==> src/rtl/fc_irq_bridge.sv <==
// Interrupt bridge: latches edge/level lines, masks, picks the lowest pending ID and handshakes it to the core.
// Latency: irq_i rise at t -> pending at t+1 -> irq_req_o at t+2; matching ack at t -> next request no earlier than t+3.
// Backpressure: a request is held stable until it is acknowledged or withdrawn; further edges on a pending line are counted as overflow.
module fc_irq_bridge #(
    parameter int                 N_IRQ     = 32,
    parameter int                 ID_WIDTH  = $clog2(N_IRQ),
    parameter logic [N_IRQ-1:0]   EDGE_MASK = {N_IRQ{1'b0}}
) (
    input  logic                  clk_i,
    input  logic                  rst_i,
    input  logic [N_IRQ-1:0]      irq_i,
    input  logic [N_IRQ-1:0]      irq_en_i,
    output logic                  irq_req_o,
    output logic [ID_WIDTH-1:0]   irq_id_o,
    output logic [N_IRQ-1:0]      irq_x_o,
    input  logic                  irq_ack_i,
    input  logic [ID_WIDTH-1:0]   irq_ack_id_i,
    output logic [N_IRQ-1:0]      pending_o,
    output logic                  overflow_o,
    output logic                  ack_err_o
);

    typedef enum logic [1:0] {IDLE, REQ, GAP} state_t;

    state_t                state_q, state_d;
    logic [N_IRQ-1:0]      irq_q;
    logic [N_IRQ-1:0]      pending_q, pending_d;
    logic [N_IRQ-1:0]      edge_det, cand, clr_vec, id_onehot;
    logic [ID_WIDTH-1:0]   id_q, id_d, sel_id;
    logic                  sel_vld, ack_match, ack_mismatch, ovf_d;
    logic                  overflow_q, ack_err_q;

    assign edge_det     = irq_i & ~irq_q & EDGE_MASK;
    assign cand         = pending_q & irq_en_i;
    assign id_onehot    = {{(N_IRQ-1){1'b0}}, 1'b1} << id_q;
    assign ack_match    = (state_q == REQ) && irq_ack_i && (irq_ack_id_i == id_q);
    assign ack_mismatch = (state_q == REQ) && irq_ack_i && (irq_ack_id_i != id_q);
    assign clr_vec      = ack_match ? (id_onehot & EDGE_MASK) : '0;

    // Set beats clear on edge lines; level lines simply mirror the raw input.
    assign pending_d = (EDGE_MASK & ((pending_q & ~clr_vec) | edge_det)) | (~EDGE_MASK & irq_i);
    assign ovf_d     = |(edge_det & pending_q & ~clr_vec);

    always_comb begin
        sel_vld = 1'b0;
        sel_id  = '0;
        for (int i = N_IRQ - 1; i >= 0; i--) begin
            if (cand[i]) begin
                sel_vld = 1'b1;
                sel_id  = ID_WIDTH'(i);
            end
        end
    end

    always_comb begin
        state_d = state_q;
        id_d    = id_q;
        case (state_q)
            IDLE: begin
                if (sel_vld) begin
                    id_d    = sel_id;
                    state_d = REQ;
                end
            end
            REQ: begin
                // A mismatched ack keeps the request alive even if the line was withdrawn.
                if (ack_match)
                    state_d = GAP;
                else if (!irq_ack_i && !cand[id_q])
                    state_d = IDLE;
            end
            GAP:     state_d = IDLE;
            default: state_d = IDLE;
        endcase
    end

    always_ff @(posedge clk_i or posedge rst_i) begin
        if (rst_i) begin
            state_q    <= IDLE;
            id_q       <= '0;
            irq_q      <= '0;
            pending_q  <= '0;
            overflow_q <= 1'b0;
            ack_err_q  <= 1'b0;
        end else begin
            state_q    <= state_d;
            id_q       <= id_d;
            irq_q      <= irq_i;
            pending_q  <= pending_d;
            overflow_q <= ovf_d;
            ack_err_q  <= ack_mismatch;
        end
    end

    assign irq_req_o  = (state_q == REQ);
    assign irq_id_o   = id_q;
    assign irq_x_o    = irq_req_o ? id_onehot : '0;
    assign pending_o  = pending_q;
    assign overflow_o = overflow_q;
    assign ack_err_o  = ack_err_q;

endmodule

==> config.mk <==
export PLATFORM = sky130hd
export DESIGN_NAME = fc_irq_bridge
export DESIGN_NICKNAME = d
export VERILOG_FILES = /design/src/rtl/fc_irq_bridge.sv
export SDC_FILE = /design/constraint.sdc
export NUM_CORES = 1
export LEC_CHECK = 0
export ABC_AREA = 1
export BUFFER_PORTS_ARGS = -buffer_cell sky130_fd_sc_hd__buf_2
export CAP_MARGIN = 20
export CORE_UTILIZATION = 39
export CTS_BUF_LIST = sky130_fd_sc_hd__clkbuf_4 sky130_fd_sc_hd__clkbuf_8
export CTS_CLUSTER_SIZE = 12
export DETAILED_ROUTE_END_ITERATION = 6
export PLACE_DENSITY = 0.78
export SETUP_SLACK_MARGIN = 0.02
export SYNTH_ARGS = -nofsm -noshare
export SYNTH_HDL_FRONTEND = slang
export SYNTH_SLANG_ARGS = --single-unit
export TNS_END_PERCENT = 50
==> constraint.sdc <==
create_clock -name clk_i -period 2.1 [get_ports clk_i]
set_clock_uncertainty 0.15 [all_clocks]
set_input_delay 0.525 -clock clk_i [delete_from_list [all_inputs] [get_ports clk_i]]
set_output_delay 0.525 -clock clk_i [all_outputs]
set_load 0.01 [all_outputs]
==> results.md <==
- FILL cells: 496
- Post-synthesis mux area share: 0%
- Final hold viol count: 0
- Largest net degree at the start of global routing: 41
- Syn Inst Count: 298
- Number of synthesized flops with an enable pin: 0
- Mapped Avg Cell Area: 7.26 um2
- Headroom to the max-slew limit: 65.8%
- Vias/cell: 4.88
- Clock transition at the registers of the reported paths: 0.08 ns
- Detailed-placement wirelength estimate: 5190 um
- Final core utilization: 61.9%
- Largest cells by area after synthesis: dfrtp_1, nand2_1, nor2_1
- Port bufs: 142
- Core Region: 5240 um2
- Largest family of logic cells by synthesized area: simple AND/OR/NAND/NOR gates
- F_max: 425 MHz
- Gp weighted congestion: 0.833
- Sequential area share after synthesis: 46.3%
- Hold Crit Class: in2reg
- Clk buf depth: 2
- Worst Hold Depth: 1
- Num CTS Buffers: 5
- Synth Net Count: 370
- CP peak stage delay: 0.45 ns
- Vias: 2,604
- Compound-cell area share of the yosys netlist: 8.91%
- First-pass GRT wire length: 11,000 um
- Share of post-route cells with drive strength above 1: 40.7%
- CTS tree: yes
- Power Density: 900 nW/um2
- Initial antenna violation count: 0
- Reg2Reg Depth: 34
- Number of nets in the layout: 535
- Vias in the first global route: 2,573
- CTS root buffer: clkbuf_8
- Synthesized area: 2160 um2
- Antenna diode count: 0
- Slew Limit Fails: 0
- Slowest CP cell: dfrtp_2
- IO Count: 144
- Crit path kind: reg2reg
- Yosys cell types: 28
- Overall routing resource usage: 23.4%
- Post-route DRC: 0
- XOR/XNOR Fraction of Synth Area: 1.62%
- Worst EP arrival: 2.38 ns
- Period utilization: 112%
- Row count: 26
- Status: complete, but fails checks
- Multi-input logic area: 1100 um2
- Cell area after placement: 3120 um2
- Worst-path fanout max: 2
- FFs w/ async S/R, synth: 100%
- DR iter-0 viols: 94
- Leakage power: 0.00183 uW
- Least-Margin Pin Slew: 0.513 ns
- RSZ-0062 raised after global routing: yes
- Grt ovf: 0
- Synth area leader: dfrtp_1
- Postcts setup bufs: 0
- Most used cell, CP: nand2_1
- Count leader, synth: nand2_1
- WL final: 6440 um
- Final WS setup: -0.251 ns
- Yosys warns: 0
- Final Setup Violations: 25
- CP Launch Type: flip-flop
- CP Capture Type: flip-flop
- Simple-gate area share of the yosys netlist: 38.9%
- Max-Cap Viols: 0
- Post-synth top cells: nand2_1, nor2_1, dfrtp_1, nand3_1, inv_1
- Die area: 5850 um2
- Register area: 1000 um2
- H-tree levels: 2
- Violated checks: negative setup slack
- Synth Flop Type: dfrtp_1
- Die Span Y: 76.5 um
- CTS Sinks: 40
- CP required: 2.13 ns
- Adder-Cell Fraction of Synth Area: 0%
- Area grow syn2layout: 49.9%
- Die width: 76.5 um
- Final antenna-violating net count: 0
- WL per Instance: 12.1 um
- Synth Register Bits: 40
- Post-layout minimum cycle time: 2.35 ns
- DRT Pass-1 Iters: 4
- Design Area, Final: 3240 um2
- Synth top area share: 46.3%
- Clk_lat worst skew: 0.29 ns
- Max rail drop VDD: 0.560 mV
- Initial Util: 41.3%
[layer usage]
layer	vias up	global-route usage, %	routed length (um)
met5	-	0	0
met4	0	6.92	91
met3	10	4.79	434
met2	124	42.7	3130
met1	1166	27.3	2790
li1	1304	-	-
[through the flow]
step | std cells | hold WS, ns | power [uW] | setup WS (ns) | TNS, ns
after floorplan | 298 | 0.353 | 1760 | -0.0949 | -0.0949
after global placement | 526 | 0.383 | 2310 | -0.382 | -0.455
after detailed placement | 526 | 0.385 | 2350 | -0.452 | -0.537
after CTS | 534 | 0.183 | 2920 | -0.240 | -1.00
after global routing | 534 | 0.172 | 3140 | -0.663 | -5.97
final | 534 | 0.186 | 2920 | -0.251 | -1.07
[worst paths after layout]
path,from,end,slack (ns)
max in group asynchronous,rst_i,state_q[1]$_DFFE_PP0P_,1.22
min in group asynchronous,rst_i,pending_o[9]$_DFF_PP0_,0.20
min reg2reg,state_q[1]$_DFFE_PP0P_,state_q[0]$_DFFE_PP0P_,0.41
max,pending_o[31]$_DFF_PP0_,irq_id_o[0]$_DFFE_PP0P_,-0.25
min,irq_i[23],pending_o[23]$_DFF_PP0_,0.19
max reg2reg,pending_o[31]$_DFF_PP0_,irq_id_o[0]$_DFFE_PP0P_,-0.25
[kinds of logic after synthesis]
logic type	count (synthesis)
flip-flops	40
AO/OA/AOI/OAI	27
AND/OR/NAND/NOR	204
XOR/XNOR	4
buffers and inverters	22
other	1
[worst max-delay path: cells and delay by family (launching register included)]
kind / cells / cell delay, ns
DFF: 1 / 0.45
and+or+nand+nor: 33 / 1.61
buffers and inverters: 1 / 0.02
[registers in the layout, indices dropped and copies added, names as in the netlist]
register   cells
pending_o     32
irq_id_o       5
state_q        2
ack_err_o      1
[cells in the final DEF (no fill, tap or decap)]
master      netlist  layout
a21oi_1           2       2
a31oi_1           2       2
buf_2             2     142
buf_4             1      24
buf_6             0       1
clkbuf_4          0       1
clkbuf_8          0       6
clkinv_2          0       1
clkinvlp_4        0       1
conb_1            1       1
dfrtp_1          40      38
dfrtp_2           0       2
inv_1             9       9
inv_2             3       3
nand2_1          91      90
nand2_2           5       4
nand2_4           1       2
nand2_8           0       1
nand3_1          40      40
nand4_1           1       1
nor2_1           63      62
nor2_4            0       1
nor3_1            3       3
o2111ai_1         8       8
o21ai_0           3       3
o21ai_1           3       3
o21bai_1          4       4
o22ai_1           1       1
o31ai_1           2       2
o32a_1            1       1
o41ai_1           1       1
xnor2_1           3       3
xor2_1            1       1
[repair_timing]
| action | 4_1_cts | 5_1_grt |
|---|---|---|
| resized for setup | 7 | 1 |
| hold buffers | 0 | 0 |
| setup endpoints to repair | 33 | 35 |
| pin swaps | 1 | 0 |
[power by group]
part,switching [uW],total [uW],internal (uW)
registers,104,965,860
logic,851,1410,558
clock network,266,546,280
[area by class of cell]
cell class              instances  share of cell area (%)
inverters                      13                    1.54
well taps                      70                    2.70
clock inverters                 1                   0.231
repair buffers                167                    27.8
multi-input cells             236                    34.0
flip-flops and latches         40                    30.9
clock buffers                   7                    2.78
(Power assumes the default switching activity.)
